===== src/rtl/alarm_pkg.sv =====
`default_nettype none
// ============================================================================
// alarm_pkg : shared types, codes, field limits and CT slices for the alarm
//             set controller.   Rev 1.0
// ============================================================================
package alarm_pkg;

    localparam logic [1:0] S_RUN        = 2'b00;
    localparam logic [1:0] S_SET_TIME   = 2'b01;
    localparam logic [1:0] S_SHOW_ALARM = 2'b10;
    localparam logic [1:0] S_SET_ALARM  = 2'b11;

    typedef enum logic [1:0] {
        STATE_RUN        = S_RUN,
        STATE_SET_TIME   = S_SET_TIME,
        STATE_SHOW_ALARM = S_SHOW_ALARM,
        STATE_SET_ALARM  = S_SET_ALARM
    } state_e;

    typedef enum logic [2:0] {
        FLD_DAY  = 3'd0,
        FLD_HOUR = 3'd1,
        FLD_MT   = 3'd2,
        FLD_MU   = 3'd3,
        FLD_EN   = 3'd4
    } field_e;

    localparam logic [1:0] CW_NONE = 2'b00;
    localparam logic [1:0] CW_MIN  = 2'b01;
    localparam logic [1:0] CW_HOUR = 2'b10;
    localparam logic [1:0] CW_DAY  = 2'b11;

    localparam logic [1:0] CW1_NONE = 2'b00;
    localparam logic [1:0] CW1_MU   = 2'b01;
    localparam logic [1:0] CW1_MT   = 2'b10;
    localparam logic [1:0] CW1_EN   = 2'b11;

    localparam int DAY_MAX  = 6;
    localparam int HOUR_MAX = 23;
    localparam int MT_MAX   = 5;
    localparam int MU_MAX   = 9;

    localparam int DAY_LSB  = 12;
    localparam int DAY_W    = 3;
    localparam int HOUR_LSB = 7;
    localparam int HOUR_W   = 5;
    localparam int MT_LSB   = 4;
    localparam int MT_W     = 3;
    localparam int MU_LSB   = 0;
    localparam int MU_W     = 4;

    // Widest field (hour) sets the width of the shared wrap unit.
    localparam int FIELD_W  = 5;

    function automatic logic [3:0] blink_code(input state_e s, input field_e f);
        logic [3:0] code;
        code = {CW_NONE, CW1_NONE};
        if (s == STATE_SET_TIME || s == STATE_SET_ALARM) begin
            case (f)
                FLD_DAY:  code = {CW_DAY,  CW1_NONE};
                FLD_HOUR: code = {CW_HOUR, CW1_NONE};
                FLD_MT:   code = {CW_MIN,  CW1_MT};
                FLD_MU:   code = {CW_MIN,  CW1_MU};
                FLD_EN:   code = {CW_NONE, CW1_EN};
                default:  code = {CW_NONE, CW1_NONE};
            endcase
        end
        return code;
    endfunction

endpackage
`default_nettype wire


===== src/rtl/field_wrap.sv =====
`default_nettype none
// ============================================================================
// field_wrap : modular increment/decrement of one time field in [0, limit].
//              Rev 1.0
// ============================================================================
module field_wrap
    import alarm_pkg::*;
(
    input  logic [FIELD_W-1:0] value,
    input  logic [FIELD_W-1:0] limit,
    input  logic               up,
    input  logic               down,
    output logic [FIELD_W-1:0] result
);

    always_comb begin
        result = value;
        if (up && !down) begin
            result = (value >= limit) ? '0 : value + FIELD_W'(1);
        end else if (down && !up) begin
            result = (value == '0 || value > limit) ? limit : value - FIELD_W'(1);
        end
    end

endmodule
`default_nettype wire


===== src/rtl/alarm_set_controller.sv =====
`default_nettype none
// ============================================================================
// alarm_set_controller : button-driven mode/field editor for time and alarm,
//                        owner of the alarm word and the ring output. Rev 1.0
// ============================================================================
module alarm_set_controller
    import alarm_pkg::*;
#(
    parameter int TIMEOUT_CYC = 2400,
    parameter int RING_CYC    = 7200
) (
    input  logic        Clk,
    input  logic        Clr,
    input  logic        btn_mode,
    input  logic        btn_next,
    input  logic        btn_inc,
    input  logic        btn_dec,
    input  logic [14:0] CT,
    output logic [1:0]  S,
    output logic [1:0]  CW,
    output logic [1:0]  CW1,
    output logic [15:0] ST,
    output logic [14:0] time_val,
    output logic        time_load,
    output logic        ring
);

    localparam int TO_W = $clog2(TIMEOUT_CYC + 1);
    localparam int RC_W = $clog2(RING_CYC + 1);

    logic [3:0]         btn_q;
    logic [14:0]        ct_q;
    state_e             state_q, state_d;
    field_e             cursor_q, cursor_d;
    logic [14:0]        edit_q, edit_d;
    logic [15:0]        st_q, st_d;
    logic               time_load_q, time_load_d;
    logic               ring_q, ring_d;
    logic [TO_W-1:0]    to_cnt_q, to_cnt_d;
    logic [RC_W-1:0]    ring_cnt_q, ring_cnt_d;
    logic [1:0]         cw_q, cw_d;
    logic [1:0]         cw1_q, cw1_d;

    logic [3:0]         btn_now;
    logic [3:0]         press;
    logic               any_press;
    logic               mode_p, next_p, inc_p, dec_p;
    logic               ring_set;
    logic [14:0]        edit_word;
    logic [14:0]        edited;
    logic [FIELD_W-1:0] fld_val, fld_lim, fld_new;

    assign btn_now   = {btn_mode, btn_next, btn_inc, btn_dec};
    assign press     = btn_now & ~btn_q;
    assign any_press = |press;
    assign mode_p    = press[3];
    assign next_p    = press[2];
    assign inc_p     = press[1];
    assign dec_p     = press[0];

    // A fresh minute match only: CT must have just changed onto the alarm time.
    assign ring_set  = st_q[15] && (CT == st_q[14:0]) && (CT != ct_q) &&
                       (state_q == STATE_RUN || state_q == STATE_SHOW_ALARM);

    always_comb begin
        edit_word = (state_q == STATE_SET_ALARM) ? st_q[14:0] : edit_q;
        fld_val   = '0;
        fld_lim   = '0;
        case (cursor_q)
            FLD_DAY: begin
                fld_val = FIELD_W'(edit_word[DAY_LSB +: DAY_W]);
                fld_lim = FIELD_W'(DAY_MAX);
            end
            FLD_HOUR: begin
                fld_val = FIELD_W'(edit_word[HOUR_LSB +: HOUR_W]);
                fld_lim = FIELD_W'(HOUR_MAX);
            end
            FLD_MT: begin
                fld_val = FIELD_W'(edit_word[MT_LSB +: MT_W]);
                fld_lim = FIELD_W'(MT_MAX);
            end
            FLD_MU: begin
                fld_val = FIELD_W'(edit_word[MU_LSB +: MU_W]);
                fld_lim = FIELD_W'(MU_MAX);
            end
            default: begin
                fld_val = '0;
                fld_lim = '0;
            end
        endcase
    end

    field_wrap u_field_wrap (
        .value  (fld_val),
        .limit  (fld_lim),
        .up     (inc_p & ~dec_p),
        .down   (dec_p & ~inc_p),
        .result (fld_new)
    );

    always_comb begin
        edited = edit_word;
        case (cursor_q)
            FLD_DAY:  edited[DAY_LSB +: DAY_W]   = fld_new[DAY_W-1:0];
            FLD_HOUR: edited[HOUR_LSB +: HOUR_W] = fld_new[HOUR_W-1:0];
            FLD_MT:   edited[MT_LSB +: MT_W]     = fld_new[MT_W-1:0];
            FLD_MU:   edited[MU_LSB +: MU_W]     = fld_new[MU_W-1:0];
            default:  edited = edit_word;
        endcase
    end

    always_comb begin
        state_d     = state_q;
        cursor_d    = cursor_q;
        edit_d      = edit_q;
        st_d        = st_q;
        time_load_d = 1'b0;
        ring_d      = ring_q;
        ring_cnt_d  = ring_cnt_q;
        to_cnt_d    = to_cnt_q;

        if (any_press) begin
            to_cnt_d = '0;
            if (ring_q) begin
                // Silencing press is consumed here and does nothing else.
                ring_d     = 1'b0;
                ring_cnt_d = '0;
            end else if (mode_p) begin
                case (state_q)
                    STATE_RUN: begin
                        state_d  = STATE_SET_TIME;
                        cursor_d = FLD_DAY;
                        edit_d   = CT;
                    end
                    STATE_SET_TIME: begin
                        state_d     = STATE_SHOW_ALARM;
                        time_load_d = 1'b1;
                    end
                    STATE_SHOW_ALARM: begin
                        state_d  = STATE_SET_ALARM;
                        cursor_d = FLD_DAY;
                    end
                    default: state_d = STATE_RUN;
                endcase
            end else if (next_p) begin
                if (state_q == STATE_SET_TIME || state_q == STATE_SET_ALARM) begin
                    case (cursor_q)
                        FLD_DAY:  cursor_d = FLD_HOUR;
                        FLD_HOUR: cursor_d = FLD_MT;
                        FLD_MT:   cursor_d = FLD_MU;
                        FLD_MU:   cursor_d = (state_q == STATE_SET_ALARM) ? FLD_EN : FLD_DAY;
                        default:  cursor_d = FLD_DAY;
                    endcase
                end
            end else if (inc_p ^ dec_p) begin
                if (state_q == STATE_SET_TIME) begin
                    edit_d = edited;
                end else if (state_q == STATE_SET_ALARM) begin
                    if (cursor_q == FLD_EN) begin
                        st_d[15] = ~st_q[15];
                    end else begin
                        st_d[14:0] = edited;
                    end
                end
            end
        end else begin
            if (state_q != STATE_RUN) begin
                if (to_cnt_q == TO_W'(TIMEOUT_CYC - 1)) begin
                    if (state_q == STATE_SET_TIME) begin
                        edit_d = '0;
                    end
                    state_d  = STATE_RUN;
                    to_cnt_d = '0;
                end else begin
                    to_cnt_d = to_cnt_q + TO_W'(1);
                end
            end
            if (ring_set) begin
                ring_d     = 1'b1;
                ring_cnt_d = '0;
            end else if (ring_q) begin
                if (!st_q[15] || ring_cnt_q == RC_W'(RING_CYC - 1)) begin
                    ring_d     = 1'b0;
                    ring_cnt_d = '0;
                end else begin
                    ring_cnt_d = ring_cnt_q + RC_W'(1);
                end
            end
        end

        {cw_d, cw1_d} = blink_code(state_d, cursor_d);
    end

    always_ff @(posedge Clk or negedge Clr) begin
        if (!Clr) begin
            btn_q       <= '0;
            ct_q        <= '0;
            state_q     <= STATE_RUN;
            cursor_q    <= FLD_DAY;
            edit_q      <= '0;
            st_q        <= '0;
            time_load_q <= 1'b0;
            ring_q      <= 1'b0;
            ring_cnt_q  <= '0;
            to_cnt_q    <= '0;
            cw_q        <= CW_NONE;
            cw1_q       <= CW1_NONE;
        end else begin
            btn_q       <= btn_now;
            ct_q        <= CT;
            state_q     <= state_d;
            cursor_q    <= cursor_d;
            edit_q      <= edit_d;
            st_q        <= st_d;
            time_load_q <= time_load_d;
            ring_q      <= ring_d;
            ring_cnt_q  <= ring_cnt_d;
            to_cnt_q    <= to_cnt_d;
            cw_q        <= cw_d;
            cw1_q       <= cw1_d;
        end
    end

    assign S         = state_q;
    assign CW        = cw_q;
    assign CW1       = cw1_q;
    assign ST        = st_q;
    assign time_val  = edit_q;
    assign time_load = time_load_q;
    assign ring      = ring_q;

endmodule
`default_nettype wire

===== config.mk =====
export PLATFORM = sky130hd
export DESIGN_NAME = alarm_set_controller
export DESIGN_NICKNAME = d
export VERILOG_FILES = /design/src/rtl/alarm_pkg.sv /design/src/rtl/field_wrap.sv /design/src/rtl/alarm_set_controller.sv
export SDC_FILE = /design/constraint.sdc
export NUM_CORES = 1
export LEC_CHECK = 0
export CAP_MARGIN = 20
export CORE_ASPECT_RATIO = 0.5
export CORE_MARGIN = 5
export CORE_UTILIZATION = 25
export DETAILED_ROUTE_END_ITERATION = 8
export HOLD_SLACK_MARGIN = 0.12
export PLACE_DENSITY = 0.52
export SLEW_MARGIN = 30
export SYNTH_ARGS = -nofsm -noshare
export SYNTH_HDL_FRONTEND = slang
export SYNTH_HIERARCHICAL = 1
export SYNTH_SLANG_ARGS = --single-unit

===== constraint.sdc =====
create_clock -name Clk -period 3.6 [get_ports Clk]
set_input_delay 0.72 -clock Clk [delete_from_list [all_inputs] [get_ports Clk]]
set_output_delay 0.72 -clock Clk [all_outputs]
set_load 0.02 [all_outputs]

Word level (Yosys, flattened, before mapping):

Cells that the tools add are included.

* output and inout bits: 39
* input port bits: 21
* flip-flop bits (word level): 86
* logic and storage cells: 136

* $add $sub $neg: 4
* reduce and logical (&&, ||, !) cells: 29
* equality and inequality tests: 22
* $lt $le $gt $ge: 2
* muxes and demuxes: 53
* bitwise logic cells: 13

Operator list (number)
* 15-bit two-way mux: 11
* 13-bit two-way mux: 5
* 5-bit one-hot mux with 4 select lines: 2
* 12-bit two-way mux: 3
* 3-bit two-way mux: 9
* 5-bit two-way mux: 5
* 8-bit AND reduction: 3
* 4-bit one-hot mux with 5 select lines: 1
* 15-bit equality test: 1
* 15-bit inequality test: 1
* 13-bit by 1-bit adder with 13-bit output (second input constant): 1
* 13-bit equality test (second input constant): 1
* 12-bit by 1-bit adder with 12-bit output (second input constant): 1
* 12-bit equality test (second input constant): 1
* 3-bit by 2-bit equality test with 1-bit output (second input constant): 4
* 3-bit one-hot mux with 4 select lines: 1
* 2-bit nonzero test: 6
* 2-bit two-way mux: 5
* 1-bit two-way mux: 8
* 4-bit two-way mux: 2
* 1-bit inverter: 8
* 2-bit equality test (second input constant): 3
* 3-bit by 1-bit equality test with 1-bit output (second input constant): 2
* 3-bit equality test (second input constant): 2
* other kinds (22): 37

Logic depth before layout (Yosys ltp):

Gate-level depths: netlist of the first run.

* depth in word-level cells: 15
* depth in mapped cells: 18
* depth with buffers taken out: 16

By module:

The synthesis of the first run kept the hierarchy.

By module, submodules not included
* alarm_set_controller: seq. area each 2152.1 um^2, cells each 489, area an instance 4774.6 um^2, times used 1
* field_wrap: seq. area each 0.0 um^2, cells each 61, area an instance 464.2 um^2, times used 1

Least setup slack after synthesis of the first run:

OpenSTA, ideal clock, no wires.

* path type: register -> register
* start: register (tool-made name)
* end: register edit_q[3], in the netlist time_val[3]
* path buffers: 1
* arrival: 3545 ps
* required time: 3475 ps
* setup slack: -69 ps
* cell stages (with the launch flop): 16
* library setup time: 125 ps
* clock period less this slack: 3669 ps
* cell sequence: dfrtp_1 > ha_1 > buf_2 > mux2_2 > a22oi_1 > o211ai_1 > ha_1 > o211ai_1 > a21oi_1 > o31ai_2 > mux2i_1 > o21ai_1 > nor2_1 > a21oi_1 > a22o_1 > mux2_2

RTL lines
* end signal: assignment: RTL line alarm_set_controller.sv:213 `edit_q <= edit_d;`
* end: declaration: RTL line alarm_set_controller.sv:35 `logic [14:0] edit_q, edit_d;`

==> out/qor.txt, run 1 <==
die area - 24100 um2
CP Capture Type - flop
Syn Nets - 587
setup slack, reg-to-reg - 80 ps
PortBufs - 59
die height - 112 um
fin util - 33.3%
clock root cell - clkbuf_16
drc violations - 0
Int Power - 3.26 mW
WL final - 15.7 mm
Max VDD drop - 0.337 mV
worst-path maximum fanout - 7
worst skew pair latency - 340 ps
CP Class - flop to flop
Yosys top cell area share - 41.1%
Clk pwr share - 19.9%
grt total ovfl - 0
CP startpoint kind - flop
Tot Pwr - 5.35 mW
max_slew headroom - 45.6%
Required @ worst endpoint - 3830 ps
via count - 4435
Final setup viols - 0
Hold Crit Class - primary input to asynchronous set/reset pin
Comb pwr share - 54.1%
ant diodes - 0
initial core utilization - 25.5%
Tcrit/Tclk final - 97.8%
Final Skew - 9.73 ps
Syn Std Cell Area - 5240 um2
Num Clock Sinks - 86
transition time of the tightest slew-check pin - 816 ps
H-tree levels - 3
post-route ant nets - 0
area grow syn2layout - 30.6%
sw frac - 39.0%
fraction of layout cells with a size suffix above 1 - 17.7%
IO Count - 60
final hold violations - 0
die extent in x - 215 um
CTS Buf Count - 9
initial antenna violation count - 0
Seq/Total Area, Yosys - 41.1%
pin count of the biggest net entering global routing - 62
status - finished, final reports clean
Synth Instances - 550
std cell rows - 37
Wirelength per Cell - 16.9 um
max-slew violation count - 0
RSZ-0062 raised after global routing - yes
number of vias per cell - 4.78
f_max - 0.284 GHz
leading area contributor after synthesis - dfrtp_1
All-Layer GR Usage - 13.0%
CTS tree - built
number of synthesized flops with an enable pin - 0
leak pwr - 2.92 nW
Max-cap violations - 0
Longest Clk Path Bufs - 2
min Tclk post-route - 3520 ps
PwrDens - 781 nW/um2
count leader, synth - dfrtp_1
Slowest-stage cell, CP - dfrtp_1
average size of a mapped cell - 9.53 um2
hpwl dp - 11.9 mm
asr flop ratio synth - 100%
Core Area - 20600 um2
largest cells by area after synthesis - dfrtp_1 41%, mux2i_1 5.3%, xor2_1 4.8%, ha_1 3.8%, mux2_2 3.7%
Commonest cells post-synth - 86 x dfrtp_1, 46 x nor2_1, 45 x nand2_1
Switch Pwr - 2.08 mW
first-pass GRT wire length - 25.2 mm
Synth Flop Type - dfrtp_1
Fill cells - 2123
Worst path max stage delay - 400 ps
first-pass detailed-route iteration total - 5
hold-fix buffers at CTS - 0
Crit path arrival time - 3750 ps
nets@finish - 687
clock slew at reported path FFs - 70 ps
Synth cell types - 61
synth warn - 6
vias in the first global route - 4431
crit path cell chain - ha_4, mux2_4, a22oi_1, o211ai_1, ha_1, nand4_1, o211ai_1, nor2_1, a222oi_1, o31ai_2, mux2i_1, o21ai_1, mux2_4
flops & latches, synth - 86
Reg power frac - 26.0%
gpl congestion - 0.946
DR iter-0 viols - 224
==> state kept, by name, indices dropped and copies added (netlist names), 2 cells and up, named ones only <==
register / count
btn_q: 4
cursor_q: 3
CW1: 2
ring_cnt_q: 13
ct_q: 15
CW: 2
ST: 16
to_cnt_q: 12
time_val: 15
==> cell type report <==
cell class | count | area (um2) | area share, %
Clock buffer | 12 | 267 | 3.89
Clock inverter | 4 | 76.3 | 1.12
Multi-Input combinational cell | 400 | 2870 | 42.0
Tap cell | 273 | 342 | 4.99
Timing Repair Buffer | 109 | 963 | 14.1
Inverter | 44 | 169 | 2.47
Sequential cell | 86 | 2150 | 31.5
==> critical path: cells and delay by family, from the launching register on <==
kind            cells  cell delay, ps
mux                 3             890
fa+ha+maj           2             600
simple gates        2             250
flops               1             400
compound gates      6            1290
==> cell families (layout without fill, tap and decap cells) <==
kind of cell / Yosys count / count (layout) / synth area share [%]
and+or+nand+nor: 192 / 192 / 19.2
adders and majority gates: 16 / 16 / 3.82
muxes: 51 / 51 / 10.7
xor gates and xnor gates: 46 / 46 / 7.69
buffers and inverters: 64 / 169 / 5.45
DFF: 86 / 86 / 41.1
AOI/OAI and AO/OA: 95 / 95 / 12.1
==> power by group through the flow <==
stage / logic (mW) / registers (mW) / clock network (mW)
detailed placement: 2.63 / 1.40 / 0
floorplan: 1.41 / 1.54 / 0
global placement: 2.64 / 1.41 / 0
finish: 2.89 / 1.39 / 1.06
CTS: 2.67 / 1.39 / 1.09
global route: 3.12 / 1.42 / 1.13
==> layout by cell type, fill, tap and decap left out, types with 13 or more instances in the layout <==
master	count
inv_1	42
nand3_1	23
o21ai_1	13
dfrtp_1	84
mux2i_1	26
o211ai_1	14
nand2_1	45
clkdlybuf4s50_1	58
xor2_1	29
buf_4	51
mux2_2	15
o21ai_0	22
nor2_1	46
xnor2_1	17
nand4_1	15
ha_1	15
==> routing by layer <==
| metal | vias to the layer above | track usage [%] | routed length, um |
|---|---|---|---|
| met5 | - | 0 | 0 |
| met4 | 0 | 3.39 | 216 |
| met3 | 16 | 2.45 | 603 |
| met2 | 81 | 19.7 | 6750 |
| met1 | 2192 | 19.1 | 8090 |
| li1 | 2146 | - | - |
==> repair_timing <==
action / 4_1_cts / 5_1_grt
pin swaps: 2 / 16
setup endpoints to repair: 13 / 26
gates resized for setup: 3 / 24
buffers inserted: 2 / 8
gates cloned: 0 / 0
==> metrics by stage <==
step | cell area [um2] | worst slack, ps | TNS, ps | cells | hold WS, ps
floorplan | 5250 | -50.8 | -68.1 | 550 | 424
global placement | 6360 | -99.5 | -280 | 902 | 498
detailed placement | 6360 | -128 | -650 | 902 | 506
CTS | 6730 | 14.9 | 0 | 920 | 482
global route | 6840 | -97.3 | -148 | 928 | 523
finish | 6840 | 78.8 | 0 | 928 | 445
==> worst paths after layout <==
path,end,cells past startpoint,startpoint
setup / recovery,time_val[9]$_DFFE_PN0P_,13,flop
hold / removal,CW[1]$_DFF_PN0_,1,Clr
setup reg to reg,time_val[9]$_DFFE_PN0P_,13,flop
hold reg to reg,ring_cnt_q[0]$_DFFE_PN0P_,1,ring_cnt_q[0]$_DFFE_PN0P_
max in group asynchronous,ct_q[5]$_DFF_PN0_,2,Clr
min in group Clk,ring_cnt_q[0]$_DFFE_PN0P_,1,ring_cnt_q[0]$_DFFE_PN0P_
Note: power is estimated with default switching activity, not from simulation.
==> inputs of run 2 (changes only) <==
--- a/config.mk
+++ b/config.mk
@@ -17,3 +17,4 @@
 export SYNTH_HDL_FRONTEND = slang
 export SYNTH_HIERARCHICAL = 1
 export SYNTH_SLANG_ARGS = --single-unit
+export TNS_END_PERCENT = 1
==> run 2 against run 1 <==
Total power down 0.87%. Clock power about the same. Global-route usage unchanged. Die area stayed put. Critical endpoint unchanged. Largest cell class unchanged. Highest routed layer unchanged.
==> out/qor.txt, run 2 (synthesized netlist as in run 1, its figures left out) <==
status - finished, final reports clean
initial antenna violation count - 0
Longest Clk Path Bufs - 2
fraction of layout cells with a size suffix above 1 - 17.3%
clock slew at reported path FFs - 70 ps
pin count of the biggest net entering global routing - 62
area grow syn2layout - 30.1%
worst-path maximum fanout - 7
worst skew pair latency - 340 ps
PwrDens - 778 nW/um2
Hold Crit Class - primary input to asynchronous set/reset pin
number of vias per cell - 4.78
Crit path arrival time - 3750 ps
Final setup viols - 0
DR iter-0 viols - 254
f_max - 0.284 GHz
leak pwr - 2.90 nW
Area after DPL - 6360 um2
CTS Buf Count - 9
RSZ-0062 raised after global routing - yes
commonest non-fill, non-tap cells in the layout - 84 x dfrtp_1, 58 x clkdlybuf4s50_1, 49 x buf_4
vias in the first global route - 4431
Core Area - 20600 um2
transition time of the tightest slew-check pin - 817 ps
hpwl dp - 11.9 mm
drc violations - 0
first-pass GRT wire length - 25.2 mm
Max-cap violations - 0
CTS tree - built
via count - 4430
Required @ worst endpoint - 3830 ps
Tcrit/Tclk final - 97.8%
initial core utilization - 25.5%
PortBufs - 59
CP startpoint kind - flop
clock root cell - clkbuf_16
grt total ovfl - 0
std cell rows - 37
All-Layer GR Usage - 13.0%
Num Clock Sinks - 86
die area - 24100 um2
Max VDD drop - 0.335 mV
die extent in x - 215 um
Final Skew - 9.97 ps
min Tclk post-route - 3520 ps
first-pass detailed-route iteration total - 4
gpl congestion - 0.946
hold-fix buffers at CTS - 0
Tot Pwr - 5.30 mW
max FFs per register - 16
Wirelength per Cell - 16.9 um
H-tree levels - 3
CP Class - flop to flop
final instance area - 6820 um2
max-slew violation count - 0
most common cell after layout, fill and taps aside - dfrtp_1
final hold violations - 0
die height - 112 um
WL final - 15.7 mm
TNS Setup - 0 ps
post-route ant nets - 0
nets@finish - 685
ant diodes - 0
CP Capture Type - flop
IO Count - 60
max_slew headroom - 45.5%
==> run 2: cell types whose count changed in the layout (fill, tap and decap cells not counted), sizes merged <==
cell / previous run / this run
buf: 51 / 49
==> run 2: stage by stage <==
step | instances | utilization (%) | worst slack (ps) | hold WS [ps]
global route | 926 | 33.2 | -98.0 | 523
floorplan | 550 | - | -50.8 | 424
CTS | 920 | 32.7 | 14.9 | 482
finish | 926 | 33.2 | 77.9 | 448
global placement | 902 | 30.9 | -99.5 | 498
detailed placement | 902 | 30.9 | -128 | 506
==> run 2: final timing paths <==
path,slack [ps],start,cells past startpoint,end
worst max-delay path,80,flop,13,time_val[9]$_DFFE_PN0P_
worst min-delay path,450,Clr,1,CW[1]$_DFF_PN0_
worst max register to register,80,flop,13,time_val[9]$_DFFE_PN0P_
worst min register to register,520,ring_cnt_q[0]$_DFFE_PN0P_,1,ring_cnt_q[0]$_DFFE_PN0P_
max in group asynchronous,2400,Clr,2,ct_q[5]$_DFF_PN0_
min in group Clk,520,ring_cnt_q[0]$_DFFE_PN0P_,1,ring_cnt_q[0]$_DFFE_PN0P_
==> run 2: worst max-delay path, stage by stage, from the launching register on <==
cell and delay, ps:
dfrtp_1 400, ha_4 230, mux2_4 320, a22oi_1 140, o211ai_1 220, ha_1 380, nand4_1 150, o211ai_1 260
nor2_1 100, a222oi_1 330, o31ai_2 180, mux2i_1 310, o21ai_1 130, mux2_4 270
==> run 2: layout make-up <==
class,count,area (um2)
fillers,2125,13700
multi-input cells,400,2860
flip-flops and latches,86,2150
repair buffers,107,948
well taps,273,342
clock buffers,12,267
inverters,44,169
clock inverters,4,76.3
==> run 2: per-layer routing <==
metal / routed length (um) / track usage (%) / vias to the layer above
li1: - / - / 2143
met1: 8070 / 19.1 / 2178
met2: 6760 / 19.7 / 91
met3: 624 / 2.45 / 18
met4: 237 / 3.39 / 0
met5: 0 / 0 / -
==> run 2: what timing repair did <==
| action | in CTS | in global routing |
|---|---|---|
| setup buffers | 2 | 6 |
| endpoints found under the setup margin | 13 | 26 |
| pin swaps | 2 | 15 |
| resized for setup | 3 | 22 |
==> run 2: report_power, final <==
part	leakage [nW]	total, mW	internal, mW	switching [mW]
logic	1.71	2.85	1.40	1.45
clock network	0.165	1.06	0.668	0.396
registers	1.03	1.39	1.16	0.225
==> inputs of run 3 (changes only) <==
--- a/config.mk
+++ b/config.mk
@@ -10,6 +10,7 @@
 export CORE_MARGIN = 5
 export CORE_UTILIZATION = 25
 export DETAILED_ROUTE_END_ITERATION = 8
+export GPL_TIMING_DRIVEN = 0
 export HOLD_SLACK_MARGIN = 0.12
 export PLACE_DENSITY = 0.52
 export SLEW_MARGIN = 30
==> run 3 against run 2 <==
The run now ends with setup timing left. Clock power decreased by 7%. Utilization grew 0.35 points. Hold slack worse by 170 ps. Die area unchanged. Wire length fell by 1.6%. Critical path depth increased by 1. Final cell count fell by 0.86%. Clock skew down 2.6 ps. Flip-flop and latch count did not move. Via count shrank 1.0%. First-iteration DRC count up 0.79%. Sequential share of layout area shrank 0.33 points.
==> out/qor.txt, run 3 (synthesized netlist as in run 1, its figures left out) <==
grt total ovfl - 0
IO Count - 60
die height - 112 um
vias in the first global route - 4351
max_slew headroom - 51.5%
final instance area - 6890 um2
min Tclk post-route - 3650 ps
WL final - 15.4 mm
worst setup margin - -52.2 ps
f_max - 0.274 GHz
Final Skew - 7.34 ps
ant diodes - 0
final non-filler cell total - 918
CP startpoint kind - flop
max-slew violation count - 0
Wirelength per Cell - 16.8 um
area grow syn2layout - 31.5%
pin count of the biggest net entering global routing - 47
max FFs per register - 16
initial antenna violation count - 0
Tcrit/Tclk final - 101%
die extent in x - 215 um
TNS Setup - -263 ps
first-pass detailed-route iteration total - 4
failing checks - setup timing
fraction of layout cells with a size suffix above 1 - 17.8%
leak pwr - 2.89 nW
first-pass GRT wire length - 24.6 mm
All-Layer GR Usage - 12.8%
std cell rows - 37
drc violations - 0
CTS tree - built
H-tree levels - 3
final hold slack - 283 ps
post-route ant nets - 0
Crit path arrival time - 3870 ps
worst-path maximum fanout - 5
worst skew pair latency - 340 ps
most common cell after layout, fill and taps aside - dfrtp_1
via count - 4385
setup slack, reg-to-reg - -50 ps
clock root cell - clkbuf_16
Longest Clk Path Bufs - 2
nets@finish - 678
final hold violations - 0
Tot Pwr - 5.32 mW
clock slew at reported path FFs - 60 ps
Worst Reg-to-Reg Cells - 14
Core Area - 20600 um2
CP Capture Type - flop
Max-cap violations - 0
Num Clock Sinks - 86
hpwl dp - 11.5 mm
die area - 24100 um2
PwrDens - 772 nW/um2
transition time of the tightest slew-check pin - 725 ps
RR Endpoint - time_val[9]$_DFFE_PN0P_
Final setup viols - 8
Placed Cells - 883
Hold Crit Class - primary input to asynchronous set/reset pin
Required @ worst endpoint - 3820 ps
number of vias per cell - 4.78
Place WS - -891 ps
initial core utilization - 25.5%
status - finished, violations left
Area after DPL - 6210 um2
DR iter-0 viols - 256
CP Class - flop to flop
fin util - 33.5%
RSZ-0062 raised after global routing - yes
R2R Path Start - S[0]$_DFF_PN0_
commonest non-fill, non-tap cells in the layout - 84 x dfrtp_1, 58 x clkdlybuf4s50_1, 45 x nand2_1
gpl congestion - 0.897
Max VDD drop - 0.326 mV
PortBufs - 59
CTS Buf Count - 9
[run 3: cell count changes in the layout (fill, tap and decap cells not counted), sizes merged]
cell and change:
clkinvlp -1, buf -13, clkinv +1, clkbuf +5
[run 3: timing repair]
action	4_1_cts	5_1_grt
cloned	0	1
pin swaps	16	16
resized for setup	30	35
buffers inserted	9	11
hold buffers	0	0
endpoints found under the setup margin	30	24
endpoints found under the hold margin	0	0
[run 3: worst max-delay path by stage]
stage	startpoint	cells past startpoint	slack (ps)	end
after detailed placement	flop	14	-890	time_val[14]$_DFFE_PN0P_
after floorplan	flop	14	-50	time_val[14]$_DFFE_PN0P_
after global routing	S[0]$_DFF_PN0_	14	-210	time_val[9]$_DFFE_PN0P_
after CTS	flop	13	2	ST[4]$_DFFE_PN0P_
final	S[0]$_DFF_PN0_	14	-50	time_val[9]$_DFFE_PN0P_
after global placement	Clr	1	-1540	ct_q[1]$_DFF_PN0_
[run 3: layout make-up]
cell class | count | area [um2]
fillers | 2153 | 13700
clock buffers | 11 | 233
repair buffers | 81 | 795
plain buffers | 19 | 159
flip-flops and latches | 86 | 2150
clock inverters | 4 | 72.6
inverters | 44 | 170
multi-input cells | 400 | 2960
well taps | 273 | 342
[run 3: worst max-delay path, stage by stage (launching register included)]
cell and delay, ps:
dfrtp_2 430, ha_4 210, buf_12 150, mux2_4 310
a22oi_2 120, o211ai_1 190, ha_1 350, nand4_1 150
o211ai_1 280, nor2_2 100, a222oi_1 470, o31ai_4 200
mux2i_1 210, o21ai_0 100, mux2_4 270
[run 3: layer usage]
layer | track usage [%] | part of all wire, % | vias to the layer above
met5 | 0 | 0 | -
met4 | 2.36 | 0.80 | 0
met3 | 2.64 | 3.8 | 10
met2 | 19.7 | 44 | 78
met1 | 18.7 | 52 | 2170
li1 | - | - | 2127
[run 3: power breakdown]
group          internal (mW)  leakage [nW]  switching [mW]
sequential              1.17          1.03           0.189
combinational           1.42          1.71            1.55
clock                  0.604         0.146           0.380
